$ cat src/rtl/halt_dump_tx.sv
// halt_dump_tx
// -----------------------------------------------------------------------------
// Post-halt state transmitter. When the CPU halted flag rises, this block
// snapshots the eight CPU registers. It then reads a window of RAM and streams
// a framed byte sequence over a valid/ready interface:
//   HEADER, A, B, C, D, E, F, G, T, RAM[base .. base+len-1], CHK
// CHK is the mod-256 sum of every byte between the header and CHK.
//
// Parameters:
//   DUMP_BASE  first RAM address dumped (the address wraps modulo 256)
//   DUMP_LEN   number of RAM bytes dumped, 1..256
//   HEADER     frame start byte
//
// Ports:
//   clk, reset          clock (rising edge), asynchronous active-high reset
//   halted              CPU halted flag (level)
//   rega .. regt        CPU register values
//   mem_addr, mem_rd    RAM read address and read strobe
//   mem_data            RAM read data, valid the cycle after mem_rd
//   out_data, out_valid stream byte and its valid flag (registered)
//   out_ready           sink accepts the byte
//   busy, done          frame in progress / frame complete
// -----------------------------------------------------------------------------
module halt_dump_tx #(
  parameter logic [7:0]  DUMP_BASE = 8'h00,
  parameter int unsigned DUMP_LEN  = 16,
  parameter logic [7:0]  HEADER    = 8'hA5
) (
  input  logic       clk,
  input  logic       reset,
  input  logic       halted,
  input  logic [7:0] rega,
  input  logic [7:0] regb,
  input  logic [7:0] regc,
  input  logic [7:0] regd,
  input  logic [7:0] rege,
  input  logic [7:0] regf,
  input  logic [7:0] regg,
  input  logic [7:0] regt,
  output logic [7:0] mem_addr,
  output logic       mem_rd,
  input  logic [7:0] mem_data,
  output logic [7:0] out_data,
  output logic       out_valid,
  input  logic       out_ready,
  output logic       busy,
  output logic       done
);

  typedef enum logic [2:0] {
    S_IDLE, S_HDR, S_REGS, S_MEM_REQ, S_MEM_WAIT, S_MEM_SEND, S_CSUM, S_DONE
  } state_t;

  // Nine bits so that a 256-byte window compares correctly against the count.
  localparam logic [8:0] LEN9 = 9'(DUMP_LEN);

  state_t          state_q, state_d;
  logic            halted_q;
  logic [7:0][7:0] regs_in;
  logic [7:0][7:0] snap_q, snap_d;
  logic [2:0]      idx_q, idx_d;
  logic [8:0]      cnt_q, cnt_d;
  logic [7:0]      addr_q, addr_d;
  logic [7:0]      data_q, data_d;
  logic [7:0]      sum_q, sum_d;
  logic            valid_q, valid_d;
  logic            trigger;
  logic            accept;
  logic [7:0]      next_addr;

  assign regs_in   = {regt, regg, regf, rege, regd, regc, regb, rega};
  assign trigger   = halted && !halted_q && (state_q == S_IDLE);
  assign accept    = valid_q && out_ready;
  // cnt_q counts RAM bytes already requested, so it is also the next offset.
  assign next_addr = DUMP_BASE + cnt_q[7:0];

  // State register.
  always_ff @(posedge clk or posedge reset) begin
    if (reset) begin
      state_q <= S_IDLE;
    end else begin
      state_q <= state_d;
    end
  end

  // Next-state logic. Once a frame starts it runs to completion; halted is
  // only consulted again in DONE.
  always_comb begin
    state_d = state_q;
    case (state_q)
      S_IDLE:     if (trigger) state_d = S_HDR;
      S_HDR:      if (accept) state_d = S_REGS;
      S_REGS:     if (accept && idx_q == 3'd7) state_d = S_MEM_REQ;
      S_MEM_REQ:  state_d = S_MEM_WAIT;
      S_MEM_WAIT: state_d = S_MEM_SEND;
      S_MEM_SEND: if (accept) state_d = (cnt_q == LEN9) ? S_CSUM : S_MEM_REQ;
      S_CSUM:     if (accept) state_d = S_DONE;
      S_DONE:     if (!halted) state_d = S_IDLE;
      default:    state_d = S_IDLE;
    endcase
  end

  // Datapath next values. Each byte is loaded into the output register on the
  // same edge that makes it valid, and it is added to the running checksum then.
  // Consecutive bytes (header, registers, checksum) keep valid high across the
  // accept edge, so no idle cycle appears between them.
  always_comb begin
    snap_d  = snap_q;
    idx_d   = idx_q;
    cnt_d   = cnt_q;
    addr_d  = addr_q;
    data_d  = data_q;
    sum_d   = sum_q;
    valid_d = valid_q;
    case (state_q)
      S_IDLE: begin
        if (trigger) begin
          snap_d  = regs_in;
          idx_d   = 3'd0;
          cnt_d   = 9'd0;
          sum_d   = 8'h00;
          data_d  = HEADER;
          valid_d = 1'b1;
        end
      end
      S_HDR: begin
        if (accept) begin
          data_d = snap_q[0];
          sum_d  = sum_q + snap_q[0];
        end
      end
      S_REGS: begin
        if (accept) begin
          if (idx_q == 3'd7) begin
            valid_d = 1'b0;
            addr_d  = next_addr;
            cnt_d   = cnt_q + 9'd1;
          end else begin
            idx_d  = idx_q + 3'd1;
            data_d = snap_q[idx_q + 3'd1];
            sum_d  = sum_q + snap_q[idx_q + 3'd1];
          end
        end
      end
      S_MEM_WAIT: begin
        data_d  = mem_data;
        sum_d   = sum_q + mem_data;
        valid_d = 1'b1;
      end
      S_MEM_SEND: begin
        if (accept) begin
          if (cnt_q == LEN9) begin
            data_d = sum_q;
          end else begin
            valid_d = 1'b0;
            addr_d  = next_addr;
            cnt_d   = cnt_q + 9'd1;
          end
        end
      end
      S_CSUM: begin
        if (accept) valid_d = 1'b0;
      end
      default: ;
    endcase
  end

  // Datapath registers. An asynchronous reset abandons any frame in flight.
  always_ff @(posedge clk or posedge reset) begin
    if (reset) begin
      halted_q <= 1'b0;
      snap_q   <= '0;
      idx_q    <= 3'd0;
      cnt_q    <= 9'd0;
      addr_q   <= DUMP_BASE;
      data_q   <= 8'h00;
      sum_q    <= 8'h00;
      valid_q  <= 1'b0;
    end else begin
      halted_q <= halted;
      snap_q   <= snap_d;
      idx_q    <= idx_d;
      cnt_q    <= cnt_d;
      addr_q   <= addr_d;
      data_q   <= data_d;
      sum_q    <= sum_d;
      valid_q  <= valid_d;
    end
  end

  // Outputs decoded from the state register.
  always_comb begin
    mem_rd    = (state_q == S_MEM_REQ);
    busy      = (state_q != S_IDLE) && (state_q != S_DONE);
    done      = (state_q == S_DONE);
    mem_addr  = addr_q;
    out_data  = data_q;
    out_valid = valid_q;
  end

endmodule

$ cat config.mk
export PLATFORM = sky130hd
export DESIGN_NAME = halt_dump_tx
export DESIGN_NICKNAME = d
export VERILOG_FILES = /design/src/rtl/halt_dump_tx.sv
export SDC_FILE = /design/constraint.sdc
export NUM_CORES = 1
export LEC_CHECK = 0
export ABC_CLOCK_PERIOD_IN_PS = 6690
export BUFFER_PORTS_ARGS = -buffer_cell sky130_fd_sc_hd__buf_2
export CAP_MARGIN = 20
export CORE_MARGIN = 2
export CORE_UTILIZATION = 31
export CTS_CLUSTER_DIAMETER = 40
export DETAILED_ROUTE_END_ITERATION = 12
export PLACE_DENSITY = 0.46
export SYNTH_ARGS = -nofsm -noshare
export SYNTH_HDL_FRONTEND = slang
export SYNTH_SLANG_ARGS = --single-unit
$ cat constraint.sdc
create_clock -name clk -period 6.69 [get_ports clk]
set_clock_uncertainty 0.05 [all_clocks]
set_input_delay 0.3345 -clock clk [delete_from_list [all_inputs] [get_ports clk]]
set_output_delay 0.3345 -clock clk [all_outputs]
set_load 0.005 [all_outputs]
==> metrics.txt, run 1 <==
Post-CTS Setup Inserts 0; leakage power total 2.95 nW; Vias/cell 4.98; vias in the first global route 4090; Max Fclk 235 MHz; site row count 48; final net count 639; worst r2r path cells 14; Total Wirelength 13.6 mm; Post-Synthesis Cells 466; commonest non-fill, non-tap cell in the layout dfrtp_1; PnR Total Power 0.00270 W; CTS tree done; Die ar. 0.0185 mm^2; CP required 6890 ps; Worst Hold End halted_q; syn nets 554; layout cells sized above 1 37.6%; Synth area leaders dfrtp_1 (49%), mux2_2 (15%), mux4_2 (5.8%); critical path endpoint category flip-flop; Critical Path Source Type flip-flop; HPWL Detailed 9.83 mm; clock transition at the registers of the reported paths 80 ps; Worst-Skew Late Latency 360 ps; largest net degree at the start of global routing 72; remaining antenna violation count 0; Synth warnings 0; Worst EP arrival 4470 ps; library cells used by synthesis 56; die extent in y 136 um; final weighted congestion in routability-driven placement 0.830; Inst Count DP 764; setup_tns 0 ps; hold wc startpoint halted; WL per Instance 17.5 um; register area share after synthesis 48.6%; Max Root-Sink Buffers 2; FF+latch count, synth 105; number of synthesized flops with an enable pin 0; CTS root buffer clkbuf_16; Final Slew Violations 0; unrepaired setup endpoints after global routing no; DRC viols 0; asr flop ratio synth 100%; initial core utilization 31.5%; post-synth top area share 48.6%; Avg Cell Area, Syn 11.6 um^2; First DRT Iteration DRCs 205; post_cts resized 0; WHS Path Cells 1; final std cells w/o fill 781; Synth area leader dfrtp_1; antenna cells 0; worst-margin pin slew 922 ps; ys flop type dfrtp_1; I/O Buffers 95; Setup Viol. Count Final 0; H-tree depth 3; total grt overflow 0; Hold Path Class input pin to flip-flop; outcome complete, no violations; Layout fillers 1747; IO Count 96; pwr/cell area 422 mW/mm^2; initial antenna violation count 0; crit-path max FO 19; register area 0.00263 mm^2; RR Startpoint idx_q[0]; CTS Hold Buffers Added 1; via count 3893; drt first pass iters 5; leading cell types in the layout, fill and taps excluded dfrtp_1 (105), buf_2 (95), mux2_2 (73); Cell Area, Synth 0.00541 mm^2; Layout area overhead 18.2%; Final Hold Vio Count 0; Peak VDD IR 0.153 mV; total core area 0.0172 mm^2; Multi-input gate area 0.00262 mm^2; overall global routing resource usage 15.6%; Num CTS Buffers 9; relative slew slack 38.5%; die width 136 um; global-route wire length before repair 22.1 mm; fin crit period 4260 ps; crit share post-route 63.7%; r2r endpoint sum_q[7]; Clock Sinks 105; Setup CP Type flip-flop to flip-flop; MaxCap Viol Count 0; reg-to-reg slack, setup 2430 ps
==> layout make-up <==
type | instances | share of cell area (%)
sequential | 105 | 41.1
tap | 225 | 4.41
timing repair buffer | 101 | 8.18
clock inverter | 7 | 1.16
multi-input combinational | 324 | 41.0
clock buffer | 9 | 3.52
inverter | 10 | 0.627
==> per-layer routing <==
metal / global-route usage (%) / vias up / routed length (um)
met5: 0 / - / 0
li1: - / 1869 / -
met2: 24.5 / 80 / 6440
met3: 2.61 / 9 / 489
met4: 5.38 / 0 / 123
met1: 21.8 / 1935 / 6590
==> power by group <==
group / switching, W / total [W] / leakage [nW] / internal, W
Combinational: 0.000529 / 0.00109 / 1.47 / 0.000558
Clock: 0.000273 / 0.000539 / 0.141 / 0.000265
Sequential: 0.000199 / 0.00107 / 1.34 / 0.000872
==> worst max-delay path by stage <==
stage                  start        to  depth (start not counted)
finish              idx_q[0]  sum_q[7]                         14
global route        idx_q[0]  sum_q[7]                         14
floorplan           idx_q[1]  sum_q[7]                         15
CTS                 idx_q[0]  sum_q[7]                         14
detailed placement  idx_q[0]  sum_q[7]                         14
global placement    idx_q[0]  sum_q[7]                         14
==> state kept, by name, summed over array words and instances (netlist names) <==
signal     flops
halted_q       1
snap_q        64
idx_q          3
out_data       8
sum_q          8
mem_addr       8
state_q        3
cnt_q          9
out_valid      1
==> per-stage QoR <==
stage | hold WS (ps) | setup slack (ps) | util (%) | instance area [um^2]
final | 114 | 2430 | 37.2 | 6390
after global routing | 103 | 2140 | 37.2 | 6390
after CTS | 95.4 | 2400 | 37.2 | 6390
after detailed placement | 351 | 2400 | 35.4 | 6080
after global placement | 340 | 2490 | 35.4 | 6080
after floorplan | 316 | 3020 | - | 5410
==> Yosys cell counts, drive strengths merged, types with 3 or more instances <==
| cell type | number |
|---|---|
| a21o | 5 |
| nor2b | 6 |
| nand2 | 50 |
| and2 | 5 |
| dfrtp | 105 |
| o21a | 3 |
| nand3 | 4 |
| mux2 | 74 |
| mux4 | 16 |
| nor2 | 30 |
| clkbuf | 12 |
| o31ai | 6 |
| inv | 10 |
| a31oi | 8 |
| a22oi | 3 |
| a22o | 3 |
| buf | 15 |
| ha | 11 |
| nand2b | 4 |
| o22a | 3 |
| nor4b | 3 |
| a21oi | 20 |
| o21ai | 28 |
| mux2i | 8 |
| nor3 | 5 |
==> critical path, cell delays in order (launching register included) <==
cell and delay (ps):
dfrtp_1 360, buf_4 230, ha_1 810, mux4_2 420
mux2i_1 190, nor2_1 60, a21oi_1 170, nand2_1 80
ha_1 310, and2_1 180, a221oi_1 390, a21oi_2 100
or3b_1 400, a31o_1 220, a22o_1 170
==> logic make-up after synthesis <==
group	synth area share [%]
XOR/XNOR	0.486
adder cells (fa/ha/maj)	2.92
flip-flops	48.6
multiplexers	23.7
buffers and inverters	3.01
AND/OR/NAND/NOR	9.84
AO/OA/AOI/OAI	11.5
(Power assumes the default switching activity.)
==> run 2: changes to the inputs <==
- ABC_CLOCK_PERIOD_IN_PS: 6690 -> 3550
- PLACE_DENSITY: 0.46 -> 0.48
- clock period: 6.69 -> 3.55 ns (I/O delays scaled with it)
==> metrics.txt, run 2 (same netlist as run 1, synthesis figures left out) <==
outcome complete, no violations; site row count 48 (unchanged); Worst path most repeated cell a21o_1; layout cells sized above 1 38.2% (+0.61 points); WHS Path Cells 2 (+1); leakage power total 3.20 nW (+8.3%); via count 4103 (+5.4%); Hold Slack 8.20 ps (-106 ps); drt first pass iters 4 (-1); H-tree depth 3 (unchanged); total core area 0.0172 mm^2 (unchanged); Top Registers snap_q (64), cnt_q (9); HPWL Detailed 10.3 mm (+4.9%); die width 136 um (unchanged); Die ar. 0.0185 mm^2 (unchanged); largest net degree at the start of global routing 85 (+18%); die extent in y 136 um (unchanged); Setup Viol. Count Final 0 (unchanged); max FFs per register 64 (unchanged); finished layout cell area 0.00693 mm^2 (+8.5%); Layout fillers 1705 (-2.4%); CTS tree done; I/O Buffers 95 (unchanged); Critical Path Source Type flip-flop; overall global routing resource usage 15.7% (+0.072 points); crit-path max FO 12 (-7); initial core utilization 31.5% (unchanged); Max Fclk 299 MHz (+28%); clock transition at the registers of the reported paths 70 ps (about the same); global-route wire length before repair 22.3 mm (+0.81%); Final Hold Vio Count 0 (unchanged); Top reg by flops snap_q; Max Root-Sink Buffers 2 (unchanged); Worst-Skew Late Latency 360 ps (about the same); final std cells w/o fill 835 (+6.9%); First DRT Iteration DRCs 281 (+37%); WL per Instance 16.5 um (-5.3%); critical path endpoint category flip-flop; Worst Hold End snap_q[5]; hold wc startpoint rega[5]; Setup CP Type flip-flop to flip-flop; r2r endpoint sum_q[7]; setup_tns 0 ps (unchanged); Inst Count DP 781 (+2.2%); RR Startpoint idx_q[0]; relative slew slack 55.4% (+17 points); Total Wirelength 13.8 mm (+1.2%); Peak VDD IR 0.311 mV (+100%); leading cell types in the layout, fill and taps excluded dfrtp_1 (104), buf_2 (95), mux2_2 (73); worst-path cell chain ha_4, buf_6, mux4_2, mux2i_1, o21ai_0, a21o_1, ha_1, a21o_1, nand3_1, a21oi_2, or3b_1, a31o_1, a22o_1; IO Count 96 (unchanged); CTS root buffer clkbuf_16; pwr/cell area 750 mW/mm^2 (+78%); post-route core utilization 40.3% (+3.1 points); crit-path max cell delay 440 ps (-370 ps); Vias/cell 4.91 (-1.4%); placed instance area 0.00621 mm^2 (+2.1%); total grt overflow 0 (unchanged); reg-to-reg slack, setup 210 ps (-2220 ps); antenna cells 0 (unchanged); Num CTS Buffers 9 (unchanged); Multi-input gate area 0.00265 mm^2 (+1.3%); CP required 3750 ps (-3140 ps); fin crit period 3340 ps (-920 ps); register area 0.00263 mm^2 (about the same); DRC viols 0 (unchanged); Worst EP arrival 3540 ps (-930 ps); final weighted congestion in routability-driven placement 0.799 (-3.8%); critical path's slowest cell dfrtp_2; MaxCap Viol Count 0 (unchanged); vias in the first global route 4126 (+0.88%); commonest non-fill, non-tap cell in the layout dfrtp_1; Layout area overhead 28.2%; Clock Sinks 105 (unchanged); remaining antenna violation count 0 (unchanged); initial antenna violation count 0 (unchanged); Hold Path Class input pin to flip-flop; worst r2r path cells 13 (-1); worst-margin pin slew 667 ps (-255 ps); Final Slew Violations 0 (unchanged); crit share post-route 94.2% (+30 points); final net count 693 (+8.5%)
run 2: changes by cell type in the layout (fill, tap and decap cells not counted), sizes merged:
cell	previous run	this run
clkinvlp	2	1
buf	100	118
dlygate4sd3	1	37
inv	14	12
clkinv	1	2
clkbuf	9	11
run 2: cell type report:
class	count	area share, %
Sequential cell	105	37.9
Multi-Input combinational cell	324	38.3
Tap cell	225	4.06
Timing Repair Buffer	155	15.1
Clock inverter	5	0.560
Inverter	10	0.578
Clock buffer	11	3.50
run 2: per-stage QoR:
stage                     total power, W  setup WS [ps]
after floorplan                  0.00352           31.3
after global placement           0.00416           86.3
after detailed placement         0.00421          -22.6
after CTS                        0.00523           19.6
after global routing             0.00558          -32.6
final                            0.00520            207
run 2: how the worst max path moves through the flow:
| stage | start | to | slack (ps) | depth (start not counted) |
|---|---|---|---|---|
| CTS | idx_q[0] | sum_q[7] | 20 | 13 |
| detailed placement | idx_q[0] | sum_q[6] | -20 | 16 |
| finish | idx_q[0] | sum_q[7] | 210 | 13 |
| global route | idx_q[0] | sum_q[6] | -30 | 14 |
| global placement | idx_q[1] | sum_q[7] | 90 | 13 |
| floorplan | idx_q[1] | sum_q[7] | 30 | 15 |
run 2: worst max-delay path: cells and delay by family (launching register included):
family	cells	cell delay [ps]
AND/OR/NAND/NOR	2	510
flip-flops	1	440
AO/OA/AOI/OAI	6	970
multiplexers	2	480
adder cells (fa/ha/maj)	2	590
buffers and inverters	1	180
run 2: timing repair:
item                       4_1_cts  5_1_grt
gates resized for setup          2        9
hold buffers                    34        3
setup endpoints to repair        2        2
cloned                           0        0
buffers inserted                 0        0
hold endpoints to repair        34       40
run 2: report_power, final:
group	switching, W	internal, W
logic	0.00106	0.00118
registers	0.000347	0.00165
clock network	0.000465	0.000501
run 2: metal layers:
layer	wire, um	global-route usage [%]	vias up
met5	0	0	-
met3	630	2.61	14
met1	6660	22.3	2009
li1	-	-	1970
met2	6260	23.8	110
met4	255	6.37	0
